## config.mk

```make
export PLATFORM = sky130hd
export DESIGN_NAME = snake_game_ctrl
export DESIGN_NICKNAME = d
export VERILOG_FILES = /design/src/rtl/snake_game_ctrl.sv
export SDC_FILE = /design/constraint.sdc
export NUM_CORES = 1
export LEC_CHECK = 0
export ABC_AREA = 1
export BUFFER_PORTS_ARGS = -buffer_cell sky130_fd_sc_hd__buf_2
export CAP_MARGIN = 30
export CORE_MARGIN = 3
export CORE_UTILIZATION = 49
export DETAILED_ROUTE_END_ITERATION = 16
export GPL_ROUTABILITY_DRIVEN = 0
export PLACE_DENSITY = 0.84
export SLEW_MARGIN = 20
export SYNTH_ARGS = -nofsm -noshare
export SYNTH_HDL_FRONTEND = slang
export SYNTH_SLANG_ARGS = --single-unit
```

## constraint.sdc

```tcl
create_clock -name clk -period 1.9 [get_ports clk]
set_clock_uncertainty 0.1 [all_clocks]
set_input_delay 0.38 -clock clk [delete_from_list [all_inputs] [get_ports clk]]
set_output_delay 0.38 -clock clk [all_outputs]
set_load 0.005 [all_outputs]
```

## src/rtl/snake_game_ctrl.sv

```systemverilog
// Snake game sequencer: paces moves with a step divider, checks the new head for
// wall/self/food hits after each move, and tracks score, food requests and win/over.
//
// state | meaning
// IDLE  | waiting for the first start edge
// INIT  | one-cycle datapath init, clears game bookkeeping, requests first food
// RUN   | counting divider cycles until the next move
// CHECK | evaluating the freshly moved head
// OVER  | game ended (win holds its value), waiting for a restart edge
module snake_game_ctrl #(
    parameter int SIZE_X   = 10,
    parameter int SIZE_Y   = 10,
    parameter int STEP_DIV = 4
) (
    input  logic        clk,
    input  logic        rst,
    input  logic        btn_start,
    input  logic [7:0]  head_x,
    input  logic [7:0]  head_y,
    input  logic        self_hit,
    input  logic [15:0] lengh,
    input  logic [7:0]  food_x,
    input  logic [7:0]  food_y,
    input  logic        food_ack,
    output logic        start,
    output logic        step,
    output logic        grow,
    output logic        food_req,
    output logic        game_over,
    output logic        win,
    output logic [15:0] score
);

    localparam int              DIV_W    = (STEP_DIV > 1) ? $clog2(STEP_DIV) : 1;
    localparam logic [DIV_W-1:0] DIV_LAST = DIV_W'(STEP_DIV - 1);
    localparam logic [15:0]     LIM_X    = 16'(SIZE_X);
    localparam logic [15:0]     LIM_Y    = 16'(SIZE_Y);
    localparam logic [15:0]     CELLS    = 16'(SIZE_X * SIZE_Y);

    typedef enum logic [2:0] {IDLE, INIT, RUN, CHECK, OVER} state_t;

    state_t           state, state_nxt;
    logic             btn_q;
    logic             grow_pend;
    logic [DIV_W-1:0] divider;
    logic             start_edge, div_tc, wall_hit, field_full, food_hit;
    logic             eat, win_hit;

    assign start_edge = btn_start & ~btn_q;
    assign div_tc     = (divider == DIV_LAST);
    // Coordinates are unsigned, so a move off the low edge wraps to 255 and lands here too.
    assign wall_hit   = ({8'd0, head_x} >= LIM_X) || ({8'd0, head_y} >= LIM_Y);
    assign field_full = (lengh >= CELLS);
    assign food_hit   = (head_x == food_x) && (head_y == food_y);

    always_ff @(posedge clk) begin
        if (rst) state <= IDLE;
        else     state <= state_nxt;
    end

    always_comb begin
        state_nxt = state;
        start     = 1'b0;
        step      = 1'b0;
        grow      = 1'b0;
        game_over = 1'b0;
        eat       = 1'b0;
        win_hit   = 1'b0;
        case (state)
            IDLE: if (start_edge) state_nxt = INIT;
            INIT: begin
                start     = 1'b1;
                state_nxt = RUN;
            end
            RUN: if (div_tc) begin
                step      = 1'b1;
                grow      = grow_pend;
                state_nxt = CHECK;
            end
            CHECK: begin
                state_nxt = RUN;
                if (wall_hit || self_hit) begin
                    state_nxt = OVER;
                end else if (field_full) begin
                    win_hit   = 1'b1;
                    state_nxt = OVER;
                end else if (food_hit && !food_req) begin
                    // Food coordinates are stale while a request is outstanding.
                    eat = 1'b1;
                end
            end
            OVER: begin
                game_over = 1'b1;
                if (start_edge) state_nxt = INIT;
            end
            default: state_nxt = IDLE;
        endcase
    end

    always_ff @(posedge clk) begin
        if (rst) begin
            btn_q     <= 1'b0;
            food_req  <= 1'b0;
            win       <= 1'b0;
            score     <= 16'd0;
            grow_pend <= 1'b0;
            divider   <= '0;
        end else begin
            btn_q <= btn_start;
            if (food_ack) food_req <= 1'b0;
            case (state)
                INIT: begin
                    score     <= 16'd0;
                    grow_pend <= 1'b0;
                    divider   <= '0;
                    win       <= 1'b0;
                    food_req  <= 1'b1;
                end
                RUN: begin
                    if (div_tc) begin
                        divider   <= '0;
                        grow_pend <= 1'b0;
                    end else begin
                        divider <= divider + 1'b1;
                    end
                end
                CHECK: begin
                    if (win_hit) win <= 1'b1;
                    if (eat) begin
                        score     <= score + 16'd1;
                        grow_pend <= 1'b1;
                        food_req  <= 1'b1;
                    end
                end
                default: ;
            endcase
        end
    end

endmodule

```

==> impl_metrics.ini <==
[outcome]
status = completed

[yosys]
synth_area_leaders = dfxtp_1, nand2_1, nor2_1, inv_1, nand3_1
synth.distinct_cells = 32
synth.top_cell.area_share = 0.2564
synth.ff_latch_count = 25
ys_seq_area_frac = 0.2564
syn_nets = 376
yosys.area_share.simple = 0.4513
synthXorXnorAreaFrac = 0.06282
synth_top_cell_by_area = dfxtp_1
syn-mean-instance-area_um2 = 6.081
synthAdderAreaFrac = 0.01282
synth_top_family_by_area = simple AND/OR/NAND/NOR gates
syn_inst = 321
syn-cell-area_mm2 = 0.001952
synth_compound_area_frac = 0.1051
synth_mux_area_frac = 0
yosys_warnings = 0

[global_route]
grt_usage = 0.1978
grt-ovfl-total = 0
grt_pass1_vias = 1910
grt_pass1_wl_um = 8190
grt_max_degree = 18
antenna_found_initial = 0

[clock_tree]
clk_path_buf_depth = 2
post_cts_buffers = 0
cts_max_level = 1
cts.sink_count = 25
post_cts_resized = 0
clock_latency_ns = 0.27
cts_root_buf = clkbuf_8
cts_tree = built
clk_pin_slew_ns = 0.08
cts_hold_buf = 0
cts_buffers = 3

[worst_setup_path]
rrSetupSlack_ns = 0.17
crit_path_start_kind = flip-flop
r2r-start = score[1]
cp.required_ns = 1.42
cp_num_buf_inv = 3
worst_r2r_endpoint = score[14]
reg2reg_depth = 8
critPathArrivalTime_ns = 1.30
critical_path_class = flip-flop to primary output
worst_setup_path_end_kind = primary output
cp_max_fo = 7
path_delay_family = flip-flops
slowest_delay_ns = 0.37
slowest_stage = dfxtp_1
cp_cell_sequence = inv_1 > nor3_1 > inv_2 > nor2_1 > buf_2

[sta]
hold_viol_final = 0
finalCritPeriodShare = 0.9379
rsz0062_at_grt = no
slew_violations = 0
finalSetupTns_ns = 0
hold_slack_ns = 0.2276
setup_viol_count_final = 0
worst_slew_pin_slew_ns = 0.2988
min_period_ns = 1.782
fmax_ghz = 0.5612
relSlewSlack = 0.7993

[floorplanning]
core.rowCount = 22
core_mm2 = 0.003744
pin_count = 75
die_h_um = 69.12
die_area_mm2 = 0.004777
die_w_um = 69.12
start_util = 0.5214

[final_layout]
nNetsFinal = 452
antenna-diode-count = 0
drive_gt1_frac = 0.2879
fin_util = 0.6461
area_delta_synth_final_pct = 23.91
final_cell_mix = buf_2, nand2_1, nor2_1, inv_1, nand3_1
final_common_cell = buf_2
finish.instance_area_mm2 = 0.002419

[place]
dp_hpwl_um = 3790
portBuffers = 72
placed_area_mm2 = 0.002372

[hold_path]
min_from = btn_start
hp-class = input pin to flip-flop
holdPathEnd = btn_q
worstHoldPathCells = 3

[power_and_ir_drop]
p_leak_nw = 1.107
p_per_area_mw_per_mm2 = 571.8
ir_drop_v = 0.0004072
power_w = 0.001383

[route]
routedWlPerCell_um = 10.63
antenna_left = 0
num_vias = 2164
finalWirelength_um = 4721
first_pass_iters = 4
vias_per_cell = 4.874
drc = 0
drtIter0Drc = 115

[job]
cap_violations = 0
## kinds of logic (layout without fill, tap and decap cells)
group	after synthesis	count (layout)
XOR/XNOR	14	14
buffers and inverters	53	128
adder cells (fa/ha/maj)	2	2
flip-flops	25	25
AND/OR/NAND/NOR	194	194
AO/OA/AOI/OAI	33	33
## stage by stage
step	instances	setup slack, ns
6_report	444	0.1180
5_1_grt	444	0.002955
4_1_cts	444	0.1055
3_5_place_dp	440	0.05459
3_3_place_gp	440	0.09743
2_1_floorplan	321	0.1935
## state kept, by name, summed over array words and instances (netlist names)
name       count
grow_pend      1
win            1
divider        2
food_req       1
btn_q          1
score         16
state          3
## cell usage after synthesis (all sizes together)
master and number:
nand2 80, nor2 64, inv 46, nand3 32, dfxtp 25, a21oi 19, nor3 12, o21ai 11
xor2 11, buf 4, clkbuf 3, xnor2 3, a211oi 2, ha 2, nand3b 2, a31oi 1
and2 1, nand4 1, nor3b 1, or2 1
## worst max path at each step
stage | startpoint | end | cells past startpoint
after floorplan | lengh[14] | score[2] | 8
after global placement | head_y[7] | score[1] | 11
after detailed placement | head_y[7] | score[1] | 11
after CTS | state[1] | grow | 5
after global routing | state[1] | grow | 5
final | state[1] | grow | 5
## where the power goes
group / switching, W / leakage [nW] / total, W / internal, W
clock network: 0.000167 / 0.0255 / 0.000314 / 0.000146
registers: 0.0000333 / 0.202 / 0.000593 / 0.000559
logic: 0.000312 / 0.879 / 0.000476 / 0.000164
## layout make-up
cell class              count  area, µm²
well taps                  48      60.06
clock inverters             1      5.005
fillers                   348       1325
repair buffers             78      405.4
clock buffers               3      41.29
multi-input cells         243       1234
flip-flops and latches     25      500.5
inverters                  46      172.7
## routing by layer
| layer | track usage | part of all wire | vias to the layer above |
|---|---|---|---|
| met2 | 0.3390 | 0.48 | 69 |
| met1 | 0.2643 | 0.46 | 936 |
| met5 | 0 | 0 | - |
| met4 | 0.03688 | 0 | 0 |
| met3 | 0.02915 | 0.063 | 0 |
| li1 | - | - | 1159 |
## tightest hold or removal path: stages
cell    delay (ns)
buf_2         0.07
inv_1         0.04
nor2_1        0.07
(Power assumes the default switching activity.)
